==> src/rtl/div_backmult.sv <==
// Back-multiplication remainder unit: forms q*d, then r = n - q*d, and corrects q.
// Optional build macro BACKMULT_RADIX4_EN retires two quotient bits per MUL step.
module div_backmult #(
  parameter int WIDTH = 30
) (
  input  logic               clk,
  input  logic               reset,
  input  logic               in_valid,
  output logic               in_ready,
  input  logic [WIDTH-1:0]   numerator,
  input  logic [WIDTH-1:0]   denominator,
  input  logic [WIDTH-1:0]   quotient,
  output logic               out_valid,
  input  logic               out_ready,
  output logic [WIDTH-1:0]   quotient_out,
  output logic [2*WIDTH:0]   remainder,
  output logic               rem_sign,
  output logic               rem_zero
);

  localparam int PW = 2 * WIDTH;
  localparam int RW = 2 * WIDTH + 1;
`ifdef BACKMULT_RADIX4_EN
  localparam int STEPS = WIDTH / 2;
`else
  localparam int STEPS = WIDTH;
`endif
  localparam int CW = (STEPS > 1) ? $clog2(STEPS) : 1;
  localparam logic [CW-1:0] LAST = CW'(STEPS - 1);

`ifdef BACKMULT_RADIX4_EN
  if ((WIDTH % 2) != 0) begin : g_width_chk
    $error("div_backmult: WIDTH must be even in radix-4 build");
  end
`endif

  typedef enum logic [1:0] {
    IDLE,
    MUL,
    SUB,
    DONE
  } state_e;

  state_e state_q, state_d;

  logic [WIDTH-1:0] q_q, q_d;
  logic [WIDTH-1:0] d_q, d_d;
  logic [WIDTH-1:0] n_q, n_d;
  logic [PW-1:0]    p_q, p_d;
  logic [CW-1:0]    cnt_q, cnt_d;
  logic [WIDTH-1:0] quo_q, quo_d;
  logic [RW-1:0]    rem_q, rem_d;
  logic             sign_q, sign_d;
  logic             zero_q, zero_d;
`ifdef BACKMULT_RADIX4_EN
  logic [WIDTH+1:0] d3_q, d3_d;
  logic [1:0]       dig;
  logic [WIDTH+1:0] mult;
`endif

  logic [PW-1:0] pp;
  logic [PW-1:0] nfull;
  logic [RW-1:0] r;

  assign in_ready     = (state_q == IDLE);
  assign out_valid    = (state_q == DONE);
  assign quotient_out = quo_q;
  assign remainder    = rem_q;
  assign rem_sign     = sign_q;
  assign rem_zero     = zero_q;

  // Partial product for the current MUL step, and the SUB-stage remainder.
  always_comb begin
    pp = '0;
`ifdef BACKMULT_RADIX4_EN
    dig  = q_q[{cnt_q, 1'b0} +: 2];
    mult = '0;
    unique case (dig)
      2'd0: mult = '0;
      2'd1: mult = {2'b00, d_q};
      2'd2: mult = {1'b0, d_q, 1'b0};
      2'd3: mult = d3_q;
    endcase
    pp = {{(PW-WIDTH-2){1'b0}}, mult} << {cnt_q, 1'b0};
`else
    if (q_q[cnt_q]) begin
      pp = {{WIDTH{1'b0}}, d_q} << cnt_q;
    end
`endif
    nfull = {2'b00, n_q, {(WIDTH-2){1'b0}}};
    r     = {1'b0, nfull} - {1'b0, p_q};
  end

  // Next-state and datapath update for the IDLE/MUL/SUB/DONE sequence.
  always_comb begin
    state_d = state_q;
    q_d     = q_q;
    d_d     = d_q;
    n_d     = n_q;
    p_d     = p_q;
    cnt_d   = cnt_q;
    quo_d   = quo_q;
    rem_d   = rem_q;
    sign_d  = sign_q;
    zero_d  = zero_q;
`ifdef BACKMULT_RADIX4_EN
    d3_d    = d3_q;
`endif
    unique case (state_q)
      IDLE: begin
        if (in_valid) begin
          q_d     = quotient;
          d_d     = denominator;
          n_d     = numerator;
          p_d     = '0;
          cnt_d   = '0;
`ifdef BACKMULT_RADIX4_EN
          d3_d    = {2'b00, denominator} + {1'b0, denominator, 1'b0};
`endif
          state_d = MUL;
        end
      end
      MUL: begin
        p_d = p_q + pp;
        if (cnt_q == LAST) begin
          state_d = SUB;
        end else begin
          cnt_d = cnt_q + 1'b1;
        end
      end
      SUB: begin
        rem_d   = r;
        sign_d  = r[RW-1];
        zero_d  = (r == '0);
        quo_d   = r[RW-1] ? (q_q - 1'b1) : q_q;
        state_d = DONE;
      end
      DONE: begin
        if (out_ready) begin
          state_d = IDLE;
        end
      end
      default: state_d = IDLE;
    endcase
  end

  // State register.
  always_ff @(posedge clk or posedge reset) begin
    if (reset) begin
      state_q <= IDLE;
    end else begin
      state_q <= state_d;
    end
  end

  // Operand, accumulator, counter and result registers.
  always_ff @(posedge clk or posedge reset) begin
    if (reset) begin
      q_q    <= '0;
      d_q    <= '0;
      n_q    <= '0;
      p_q    <= '0;
      cnt_q  <= '0;
      quo_q  <= '0;
      rem_q  <= '0;
      sign_q <= 1'b0;
      zero_q <= 1'b0;
`ifdef BACKMULT_RADIX4_EN
      d3_q   <= '0;
`endif
    end else begin
      q_q    <= q_d;
      d_q    <= d_d;
      n_q    <= n_d;
      p_q    <= p_d;
      cnt_q  <= cnt_d;
      quo_q  <= quo_d;
      rem_q  <= rem_d;
      sign_q <= sign_d;
      zero_q <= zero_d;
`ifdef BACKMULT_RADIX4_EN
      d3_q   <= d3_d;
`endif
    end
  end

endmodule

==> config.mk <==
export PLATFORM = sky130hd
export DESIGN_NAME = div_backmult
export DESIGN_NICKNAME = d
export VERILOG_FILES = /design/src/rtl/div_backmult.sv
export SDC_FILE = /design/constraint.sdc
export NUM_CORES = 1
export LEC_CHECK = 0
export ABC_AREA = 1
export BUFFER_PORTS_ARGS = -buffer_cell sky130_fd_sc_hd__buf_4
export CORE_ASPECT_RATIO = 0.8
export CORE_MARGIN = 2
export CORE_UTILIZATION = 30
export CTS_BUF_LIST = sky130_fd_sc_hd__clkbuf_16
export DETAILED_ROUTE_END_ITERATION = 6
export GPL_ROUTABILITY_DRIVEN = 0
export PLACE_DENSITY = 0.52
export SYNTH_ARGS = -nofsm -noshare
export SYNTH_HDL_FRONTEND = slang
export SYNTH_SLANG_ARGS = --single-unit
==> constraint.sdc <==
create_clock -name clk -period 11.35 [get_ports clk]
set_clock_uncertainty 0.05 [all_clocks]
set_input_delay 1.135 -clock clk [delete_from_list [all_inputs] [get_ports clk]]
set_output_delay 1.135 -clock clk [all_outputs]
set_load 0.005 [all_outputs]
## Word-level counts from Yosys, hierarchy flattened

Index checks and enable logic that the tools add are counted.

- $add $sub $neg: 4
- Multiply operators: 0
- Div/mod/pow operators: 0
- Order comparisons: 1
- Equal/unequal tests: 8
- Shifts and indexed selects: 1
- Mux-type cells: 13
- Bitwise logic cells: 0
- Reduce and logical (&&, ||, !) cells: 7

Operators by type and width:

| operator | number |
|---|---|
| $mux W60 | 2 |
| $pmux W60 S2 | 1 |
| $logic_not A61 Y1 | 1 |
| $sub A58 B60 Y61 | 1 |
| $add A60 B60 Y60 | 1 |
| $shl A30 B5 Y60 | 1 |
| $mux W30 | 1 |
| $sub A30 B1 Y30 const B | 1 |
| $mux W5 | 2 |
| $pmux W5 S2 | 1 |
| $pmux W2 S4 | 1 |
| $lt A5 B6 Y1 const B | 1 |
| $mux W2 | 3 |
| $ne A2 B2 Y1 const B | 3 |
| $reduce_and A3 Y1 | 2 |
| $add A5 B1 Y5 const B | 1 |
| $bmux W1 S5 | 1 |
| $eq A5 B5 Y1 const B | 1 |
| $eq A2 B2 Y1 const B | 2 |
| $reduce_and A2 Y1 | 2 |
| $eq A2 B1 Y1 const B | 1 |
| $logic_not A2 Y1 | 1 |
| $ne A2 B1 Y1 const B | 1 |
| $reduce_bool A2 Y1 | 1 |
| $mux W1 | 1 |

- Flip-flop bits (word level): 250
- Latch bits: 0
- RAM bits: 0
- Bits in read-only memories: 0
- Bits of input ports: 94
- Output and inout bits: 95
- Logic and storage cells: 44
- Memories kept: 0

## Longest topological paths before layout

- Depth after elaboration: 5
- Depth in mapped cells: 28
- Mapped depth without buffers: 26

## Least setup slack after synthesis

Ideal clock, no wire load.

- Kind: register to register
- Start: register cnt_q[0]
- End: register p_q[58]
- Setup time: 0.118 ns
- Arrival: 3.289 ns
- Data required time: 11.182 ns
- Setup slack: 7.893 ns
- Stages on the path, launching flop included: 22
- Path buffers: 2
- Period minus slack after synthesis: 3.457 ns
- Path through: dfrtp_1 > buf_4 > o21ai_0 > a21oi_1 > o21ai_0 > o2111ai_1 > nand3_2 > buf_1 > nor3_1 > ha_1 > fa_1 > nand3_1 > nand2_1 > a21oi_1 > o21ai_0 > nand2_1 > nand2_1 > a21o_1 > nand2_1 > nand3_1 > nand3_1 > nand2_1

- Cells in the longest elaborated chain, start to end: 5
- Elaborated cells between the ends (all ways): 6
- Those cells by class: add/sub: 1; shift: 1; mux: 4

Ends and longest elaborated chain:

| item | line | source |
|---|---|---|
| start, declared | 50 | `logic [CW-1:0] cnt_q, cnt_d;` |
| start signal, assigned | 176 | `cnt_q <= cnt_d;` |
| $bmux W1 S5 | 86 | `if (q_q[cnt_q]) begin` |
| $mux W1 (not written as such) | 86 |  |
| $mux W60 (*) | 86 |  |
| $add A60 B60 Y60 (*) | 124 | `p_d = p_q + pp;` |
| $pmux W60 S2 (*) | 109 | `unique case (state_q)` |
| end signal, assigned | 175 | `p_q <= p_d;` |
| end, declared | 49 | `logic [PW-1:0] p_q, p_d;` |

Mark *: on every way between the ends. The rest lies on a longest branch, timed or not. The select of a mux whose other input is x is not followed.
A chain may end at the register's enable or synchronous reset.

## Final worst setup path

- Start: register cnt_q[2]
- End: register p_q[54]

Same word-level chain as after synthesis.

==> impl_metrics.py <==
metrics = {
    "outcome": {
        "outcome": "finished with violations",
        "violations": "DRC",
    },
    "sta": {
        "tightest_slew_ns": 1.15,
        "setup_viol_count_final": 0,
        "hold_viol": 0,
        "grt_setup_unrepaired": "no",
        "max-slew-margin-rel": 0.234,
        "report.final.slew_viol_count": 0,
        "period_minus_slack_ns": 5.54,
        "clock.fmax_mhz": 180,
        "fin_setup_tns_ns": 0,
        "fin_crit_sh": 0.488,
    },
    "worst_hold_path": {
        "min_to": "remainder[25]",
        "hold_path.class": "flop to flop",
        "holdPathStages": 2,
        "hp-start": "remainder[25]",
    },
    "synth": {
        "yosysTopAreaCellShare": 0.298,
        "synth_area_per_cell_sq_um": 6.12,
        "syn_area_sq_um": 20900,
        "ys_seq_area_frac": 0.298,
        "synth_top_flop_cell": "dfrtp_1",
        "synth_area_leaders": "dfrtp_1, nand2_1, inv_1",
        "yosys_warnings": 0,
        "synth_top_area_cell": "dfrtp_1",
        "synthCells": 3411,
        "ys_types": 51,
        "async_flop_share": 1.00,
        "ys_ff_latch": 249,
        "synth-edff-count": 0,
        "syn-num-nets": 3603,
    },
    "global_route": {
        "grt_max_degree": 120,
        "grt_usage": 0.227,
        "grt_pass1_vias": 20700,
        "antenna_found_initial": 0,
        "grt_pass1_wl_mm": 126,
        "grt_overflow_total": 0,
    },
    "layout": {
        "syn2layout_area_growth_pct": 15.7,
        "fillers": 7784,
        "multi_input_area_sq_um": 12400,
        "layout.cells.non_filler": 4496,
        "drive_gt1_frac": 0.0882,
        "antennaDiodeCount": 0,
        "seq_area_sq_um": 6230,
        "final_nets": 3739,
    },
    "power": {
        "p_switching_uw": 4700,
        "vdd.ir_drop.worst_mv": 0.146,
        "power.density_cell_area_nw_per_um2": 343,
        "cellLeakagePower_uw": 0.0122,
        "seqPwrFrac": 0.207,
        "p_int_uw": 3580,
        "power.share.clock": 0.123,
        "switching_share": 0.568,
        "combPwrFrac": 0.671,
    },
    "worst_setup_path": {
        "ff2ff_path_depth": 17,
        "worst_ep_arrival_time_ns": 5.95,
        "crit_start": "cnt_q[2]",
        "r2r-end": "p_q[54]",
        "regToRegStartpoint": "cnt_q[2]",
        "crit_path_end_kind": "flop",
        "ff2ff_setup_slack_ns": 5.81,
        "cp.required_ns": 11.76,
        "startpoint_type": "flop",
        "cp_max_fo": 42,
        "crit_type": "flop to flop",
    },
    "die": {
        "die_x_microns": 299,
        "start_util": 0.303,
        "core_sq_um": 68900,
        "die_area_sq_um": 71700,
        "rows": 86,
        "io_pins": 189,
        "die_y_microns": 240,
    },
    "cts": {
        "max-clock-path-buffers": 3,
        "cts.repair.resized": 0,
        "insertion_delay_ns": 0.62,
        "cts.clk_slew.worst_paths_ns": 0.06,
        "cts_max_level": 1,
        "cts_hold_buffers": 0,
        "cts_setup_buffers": 0,
        "root_buffer": "clkbuf_16",
        "cts_tree": "built",
        "cts.sink_count": 249,
        "cts_buffers": 31,
    },
    "route": {
        "wire_per_inst_microns": 18.4,
        "drtIter0Drc": 2600,
        "routed_wl_mm": 82.7,
        "ant_nets": 0,
        "drtPass1Iterations": 7,
        "avgViaCountPerCell": 4.97,
        "drc": 6,
        "vias": 22300,
    },
    "place": {
        "dp_hpwl_mm": 67.9,
        "port_buffers": 188,
        "placed_cells": 4438,
    },
    "run": {
        "drv_cap": 0,
    },
}
==> cell usage after synthesis (2+ instances only) <==
| cell type | instances |
|---|---|
| nand2_1 | 1097 |
| inv_1 | 463 |
| nor2_1 | 462 |
| o21ai_0 | 272 |
| dfrtp_1 | 249 |
| nand3_1 | 183 |
| a21oi_1 | 149 |
| ha_1 | 97 |
| clkbuf_1 | 61 |
| a31oi_1 | 50 |
| nor3_1 | 42 |
| nand4_1 | 31 |
| xor2_1 | 29 |
| o21ai_1 | 25 |
| o22ai_1 | 25 |
| o21bai_1 | 15 |
| inv_2 | 14 |
| nor2_2 | 14 |
| buf_1 | 13 |
| buf_2 | 13 |
| nand3b_1 | 11 |
| nand2_2 | 10 |
| nor2_4 | 9 |
| buf_4 | 7 |
| o211ai_1 | 7 |
| o21a_1 | 7 |
| mux2i_1 | 6 |
| buf_6 | 5 |
| nand2_4 | 5 |
| nor4_1 | 5 |
| o2111ai_1 | 5 |
| a22oi_1 | 3 |
| nor2_8 | 3 |
| o31ai_1 | 3 |
| a21boi_0 | 2 |
| and2_1 | 2 |
| nor3b_1 | 2 |
| xnor2_1 | 2 |
==> how the worst max path moves through the flow <==
stage	endpoint	slack [ns]	depth (start not counted)
2_1_floorplan	cnt_q[0]	3.32	1
3_3_place_gp	p_q[54]	5.96	17
3_5_place_dp	p_q[54]	6.00	17
4_1_cts	p_q[54]	5.98	17
5_1_grt	p_q[54]	5.27	19
6_report	p_q[54]	5.81	17
==> per-layer routing <==
metal  vias up  wire length [microns]  GRT usage
li1      11200                      -          -
met1     10200                  40300      0.343
met2       838                  33500      0.334
met3       108                   6880     0.0375
met4         0                   2030     0.0515
met5         -                      0          0
==> stage by stage <==
stage | power, uW | util | hold WS (ns) | cell area, sq um | worst slack [ns]
2_1_floorplan | 5310 | - | 0.405 | 20900 | 3.32
3_3_place_gp | 7160 | 0.336 | 0.417 | 23100 | 5.96
3_5_place_dp | 7150 | 0.336 | 0.417 | 23100 | 6.00
4_1_cts | 8200 | 0.351 | 0.434 | 24200 | 5.98
5_1_grt | 9050 | 0.351 | 0.451 | 24200 | 5.27
6_report | 8270 | 0.351 | 0.428 | 24200 | 5.81
==> flip-flops by register name (all words and copies together), names as in the netlist <==
register      flops
state_q           2
p_q              60
rem_zero          1
cnt_q             5
remainder        61
n_q              30
quotient_out     30
q_q              30
d_q              30
==> final cells by class <==
type,count,area share
inverters,477,0.0745
well taps,924,0.0479
flip-flops and latches,249,0.258
repair buffers,202,0.0628
multi-input cells,2586,0.514
clock inverters,27,0.0104
clock buffers,31,0.0321
==> power by group through the flow <==
stage | sequential, uW | combinational [uW] | clock, uW
detailed placement | 1720 | 5440 | 0
global placement | 1710 | 5440 | 0
global route | 1760 | 6220 | 1070
finish | 1710 | 5550 | 1020
CTS | 1700 | 5460 | 1040
floorplan | 1540 | 3770 | 0
==> cell usage in the layout, fill, tap and decap left out, types with 4 or more instances in the layout <==
cell type,n
ha_1,96
a31oi_1,50
nand3_1,183
mux2i_1,6
dfrtp_1,248
nand2_1,1096
nor2_4,9
o211ai_1,7
nor2_1,461
nor4_1,5
o2111ai_1,5
clkinv_1,6
nand3b_1,11
o22ai_1,25
nor3_1,42
inv_1,470
xor2_1,29
clkbuf_16,31
o21ai_0,271
a21oi_1,149
clkinv_2,4
nor2_2,15
o21bai_1,15
nand2_4,5
buf_4,202
bufinv_16,4
nand2_2,11
o21a_1,7
o21ai_1,25
inv_2,13
nand4_1,31
==> critical path: stages (launching register included) <==
cell	delay (ns)
dfrtp_1	0.96
inv_1	0.08
buf_4	0.29
a211o_1	0.34
nand3_1	0.47
nand2_1	0.64
o21ai_0	0.37
inv_1	0.09
ha_1	0.37
nand2_1	0.12
nor2_1	0.10
inv_1	0.07
nor2_1	0.26
inv_1	0.10
o21ai_0	0.56
nand3_1	0.20
a21oi_1	0.20
o22ai_1	0.10
==> cells by family (layout without fill, tap and decap cells) <==
family	count (synthesis)	in the layout	synth area share
simple gates	1883	1883	0.372
buf+inv	576	737	0.107
compound gates	568	568	0.147
flops	249	249	0.298
fa+ha+maj	98	98	0.0591
xor+xnor	31	31	0.0130
mux	6	6	0.00288
Note: power is estimated with default switching activity, not from simulation.
